===== src/rtl/prog_loader.sv =====
// prog_loader: streams a program into comp's out-of-band write port while
// holding the core in reset, then releases it and times the run until halt
// or a cycle limit.
module prog_loader #(
  parameter int ADDR_W     = 8,
  parameter int MAX_CYCLES = 100
) (
  input  logic              clk,
  input  logic              rst,
  input  logic              start,
  input  logic [ADDR_W:0]   load_len,
  input  logic [31:0]       in_data,
  input  logic              in_valid,
  output logic              in_ready,
  output logic [31:0]       oob_wr_addr,
  output logic [31:0]       oob_wr_data,
  output logic              oob_wen,
  output logic              cpu_rst,
  input  logic              halt,
  output logic              busy,
  output logic              done,
  output logic              timed_out,
  output logic [31:0]       run_cycles
);

  typedef enum logic [2:0] {
    S_IDLE,
    S_LOAD,
    S_SETTLE,
    S_RUN,
    S_DONE
  } state_t;

  localparam logic [31:0] CYC_LIMIT = 32'(MAX_CYCLES);

  state_t          state_q, state_d;
  logic [ADDR_W:0] cnt_q, cnt_d;
  logic [ADDR_W:0] len_q, len_d;
  logic [31:0]     addr_q, addr_d;
  logic [31:0]     data_q, data_d;
  logic            wen_q, wen_d;
  logic            cpu_rst_q, cpu_rst_d;
  logic            timed_out_q, timed_out_d;
  logic [31:0]     run_cycles_q, run_cycles_d;

  logic            accept;
  logic [ADDR_W:0] cnt_inc;
  logic [31:0]     run_inc;

  // Handshake and status outputs decoded directly from state.
  always_comb begin
    in_ready = (state_q == S_LOAD);
    busy     = (state_q == S_LOAD) || (state_q == S_SETTLE) || (state_q == S_RUN);
    done     = (state_q == S_DONE);
    accept   = in_valid && (state_q == S_LOAD);
  end

  // Next-state logic: load sequencing, settle cycle and run-cycle counting.
  always_comb begin
    state_d      = state_q;
    cnt_d        = cnt_q;
    len_d        = len_q;
    addr_d       = addr_q;
    data_d       = data_q;
    wen_d        = 1'b0;
    cpu_rst_d    = cpu_rst_q;
    timed_out_d  = timed_out_q;
    run_cycles_d = run_cycles_q;
    cnt_inc      = cnt_q + 1'b1;
    run_inc      = run_cycles_q + 32'd1;

    case (state_q)
      S_IDLE, S_DONE: begin
        if (start) begin
          len_d        = load_len;
          cnt_d        = '0;
          timed_out_d  = 1'b0;
          run_cycles_d = '0;
          cpu_rst_d    = 1'b1;
          // An empty program skips straight to the settle cycle.
          state_d      = (load_len == '0) ? S_SETTLE : S_LOAD;
        end
      end
      S_LOAD: begin
        if (accept) begin
          wen_d  = 1'b1;
          addr_d = 32'(cnt_q);
          data_d = in_data;
          cnt_d  = cnt_inc;
          if (cnt_inc == len_q) begin
            state_d = S_SETTLE;
          end
        end
      end
      S_SETTLE: begin
        // The final write strobe lands in this cycle while comp is still in reset.
        cpu_rst_d = 1'b0;
        state_d   = S_RUN;
      end
      S_RUN: begin
        run_cycles_d = run_inc;
        if (halt) begin
          timed_out_d = 1'b0;
          state_d     = S_DONE;
        end else if (run_inc == CYC_LIMIT) begin
          timed_out_d = 1'b1;
          state_d     = S_DONE;
        end
      end
      default: begin
        state_d = S_IDLE;
      end
    endcase
  end

  // State and registered-output flops; async reset abandons any load in progress.
  always_ff @(posedge clk or negedge rst) begin
    if (!rst) begin
      state_q      <= S_IDLE;
      cnt_q        <= '0;
      len_q        <= '0;
      addr_q       <= '0;
      data_q       <= '0;
      wen_q        <= 1'b0;
      cpu_rst_q    <= 1'b1;
      timed_out_q  <= 1'b0;
      run_cycles_q <= '0;
    end else begin
      state_q      <= state_d;
      cnt_q        <= cnt_d;
      len_q        <= len_d;
      addr_q       <= addr_d;
      data_q       <= data_d;
      wen_q        <= wen_d;
      cpu_rst_q    <= cpu_rst_d;
      timed_out_q  <= timed_out_d;
      run_cycles_q <= run_cycles_d;
    end
  end

  assign oob_wr_addr = addr_q;
  assign oob_wr_data = data_q;
  assign oob_wen     = wen_q;
  assign cpu_rst     = cpu_rst_q;
  assign timed_out   = timed_out_q;
  assign run_cycles  = run_cycles_q;

endmodule


===== config.mk =====
export PLATFORM = sky130hd
export DESIGN_NAME = prog_loader
export DESIGN_NICKNAME = d
export VERILOG_FILES = /design/src/rtl/prog_loader.sv
export SDC_FILE = /design/constraint.sdc
export NUM_CORES = 1
export LEC_CHECK = 0
export CAP_MARGIN = 10
export CORE_AREA = 10 10 115 117
export CTS_BUF_LIST = sky130_fd_sc_hd__clkbuf_8
export CTS_CLUSTER_SIZE = 30
export DETAILED_ROUTE_END_ITERATION = 8
export DIE_AREA = 0 0 125 127
export PLACE_DENSITY = 0.87
export SLEW_MARGIN = 40
export SYNTH_ARGS = -nofsm -noshare
export SYNTH_HDL_FRONTEND = slang
export SYNTH_SLANG_ARGS = --single-unit

===== constraint.sdc =====
create_clock -name clk -period 2.93 [get_ports clk]
set_input_delay 0.7325 -clock clk [delete_from_list [all_inputs] [get_ports clk]]
set_output_delay 0.7325 -clock clk [all_outputs]
set_load 0.02 [all_outputs]

==> flow_summary_export.csv <==
group,metric,value,unit
global_route,grt_max_degree,50,
outcome,status,"finished clean",
yosys,syn_inst,621,
setup_path,rrSetupSlack,210,ps
routing,drc,0,
global_route,grt_pass1_vias,4624,
placement,place.gp.congestion,0.880,
sta,fin_crit_sh,94.3,%
setup_path,crit_buf_inv,1,
cells_and_area,areaGrowthSynthToFinish,27.5,%
sta,setup_ws,168,ps
clock_network,cts-buffers-inserted,9,
yosys,synth_cell_types,60,
setup_path,crit_chain,"nor2b_2 -> nor2b_1 -> clkdlybuf4s50_1",
global_route,grt_pass1_wl,23.8,mm
sta,slew_headroom,52.0,%
die,die-height,127,microns
die,start_util,47.9,%
clock_network,cts_tree,"built",
cells_and_area,fin_nets,775,
setup_path,crit_required,2200,ps
setup_path,crit_family,"buffers and inverters",
placement,placed_area,0.00658,sq mm
routing,dr.pass1.iters,5,
setup_path,critPathCaptureType,"output pin",
cells_and_area,fillCellCount,941,
placement,io_buffers,124,
yosys,synth_edf_count,0,
die,die-area,0.0159,sq mm
clock_network,holdBufCountCts,0,
die,io_pins,148,
placement,dp_cells,858,
sta,tns,0,ps
power_and_ir_drop,max-vdd-ir-drop,0.517,mV
sta,skew,13.2,ps
placement,hpwl,10.6,mm
job,maxCapViolations,0,
cells_and_area,fin_area,0.00680,sq mm
yosys,yosys_register_bits,97,
global_route,grt_usage,17.7,%
clock_network,cts_num_sinks,97,
routing,vias,4862,
clock_network,clkTransAtPathRegs,90,ps
clock_network,htreeDepth,3,
setup_path,worstSetupPathType,"reg -> out",
power_and_ir_drop,cellLeakagePower,2.99,nW
die,rows,39,
routing,drtAntennaViolNets,0,
die,coreArea,0.0111,sq mm
cells_and_area,fin_util,61.1,%
routing,wl,14.5,mm
yosys,netlist_area,0.00533,sq mm
sta,setup_violations,0,
min_path,hp-class,"in -> async",
setup_path,slowest_delay,660,ps
clock_network,cts_buffer_depth,2,
global_route,gr-total-overflow,0,
placement,place_ws,216,ps
cells_and_area,diodes,0,
setup_path,crit_path_start_kind,"register",
cells_and_area,layout-drive-gt1-share,7.80,%
setup_path,crit_arrival,2030,ps
yosys,synth-seq-area-share,45.6,%
setup_path,path_max_fanout,11,
clock_network,clock_latency,370,ps
sta,rsz0062_at_grt,"false",
yosys,ys.warnings.count,0,
cells_and_area,fin_cells,874,
routing,wl_per_cell,16.6,microns
power_and_ir_drop,total_power,5.43,mW
yosys,yosys_most_used_dff,"dfrtp_1",
sta,hold_viol,0,
clock_network,post-cts-setup-buffers,0,
sta,fin_hold_ws,341,ps
yosys,syn_avg_cell_area,8.58,sq um
sta,worstMarginPinSlew,719,ps
clock_network,root_buffer,"clkbuf_8",
power_and_ir_drop,power.density,800,mW/mm^2
global_route,grt_antenna_before_repair,0,
setup_path,cpMaxStageDelayCell,"clkdlybuf4s50_1",
routing,via_per_inst,5.56,
routing,drt_iter0_markers,468,
sta,period_minus_slack,2760,ps
sta,final_max_slew_viol_count,0,
yosys,async_flop_share,100,%
sta,fmax,362,MHz
die,die_x,125,microns
[cells by family after synthesis]
group,count (synthesis),synth area share (%)
adder cells (fa/ha/maj),3,0.704
buffers and inverters,68,6.83
flip-flops,97,45.6
other,1,0.0704
multiplexers,12,2.47
AND/OR/NAND/NOR,295,26.9
XOR/XNOR,21,3.45
AO/OA/AOI/OAI,124,14.0
[cells in the mapped netlist (all sizes together), types with 3 or more instances]
cell	n	area share, %
a21o	4	0.56
a21oi	19	1.8
a22o	3	0.49
a31o	3	0.49
a31oi	11	1.3
and2	8	0.94
and3	12	1.4
and4	4	0.66
buf	35	4.5
clkbuf	28	2.0
dfrtp	96	45
ha	3	0.70
inv	5	0.35
mux2	9	1.9
mux2i	3	0.56
nand2	162	11
nand3	18	1.9
nand4	22	2.8
nor2	32	2.3
nor2b	6	0.70
nor3	12	1.5
nor4	5	0.94
o21ai	54	5.1
o22ai	3	0.35
o31ai	13	1.8
o41ai	4	0.66
xnor2	13	2.1
xor2	8	1.3
[layer usage]
layer | share of wire [%] | wire [microns] | global-route usage (%) | vias to the layer above
li1 | - | - | - | 2322
met4 | 1.3 | 192 | 5.69 | 0
met2 | 47 | 6810 | 28.1 | 211
met5 | 0 | 0 | 0 | -
met3 | 7.8 | 1130 | 4.47 | 19
met1 | 44 | 6400 | 23.2 | 2310
[power by group]
group / internal, mW / total (mW) / switching, mW
registers: 1.72 / 2.07 / 0.349
clock network: 0.420 / 0.890 / 0.471
logic: 1.08 / 2.48 / 1.40
[worst paths after layout]
kind / startpoint / to / cells past startpoint
max in group asynchronous: rst / oob_wr_data[28] / 2
min in group clk: oob_wr_data[3] / oob_wr_data[3] / 2
max reg2reg: run_cycles[0] / timed_out / 8
min reg2reg: oob_wr_data[3] / oob_wr_data[3] / 2
max: state_q[0] / in_ready / 3
min: rst / oob_wr_addr[4] / 1
[cell type report]
class | count | area, sq um | area share (%)
multi-input cells | 478 | 2630 | 38.7
well taps | 143 | 179 | 2.63
clock inverters | 6 | 65.1 | 0.957
clock buffers | 10 | 138 | 2.03
flip-flops and latches | 97 | 2430 | 35.7
repair buffers | 135 | 1330 | 19.6
inverters | 5 | 18.8 | 0.276
[registers in the layout, summed over array words and instances, names as in the netlist]
name	flops
oob_wr_data	32
run_cycles	32
cnt_q	9
len_q	9
oob_wr_addr	9
state_q	3
cpu_rst	1
oob_wen	1
timed_out	1
[cell usage in the layout, fill, tap and decap left out, types with 5 or more instances in the layout]
cell type / instances
mux2_2: 9
nor3_1: 8
nor2_1: 31
conb_1: 23
and2_1: 8
clkdlybuf4s50_1: 123
nand4_1: 20
a31oi_1: 11
nand2_1: 161
o31ai_1: 13
buf_4: 11
nor2b_1: 5
xnor2_1: 13
a21oi_1: 19
clkbuf_8: 10
and3_1: 12
o21ai_0: 52
nand3_1: 17
dfrtp_1: 96
xor2_1: 8
[repair_timing]
item / 4_1_cts / 5_1_grt
hold endpoints to repair: 0 / 0
gates resized for setup: 0 / 2
endpoints found under the setup margin: 0 / 5
Power figures use the tool's default switching activity.
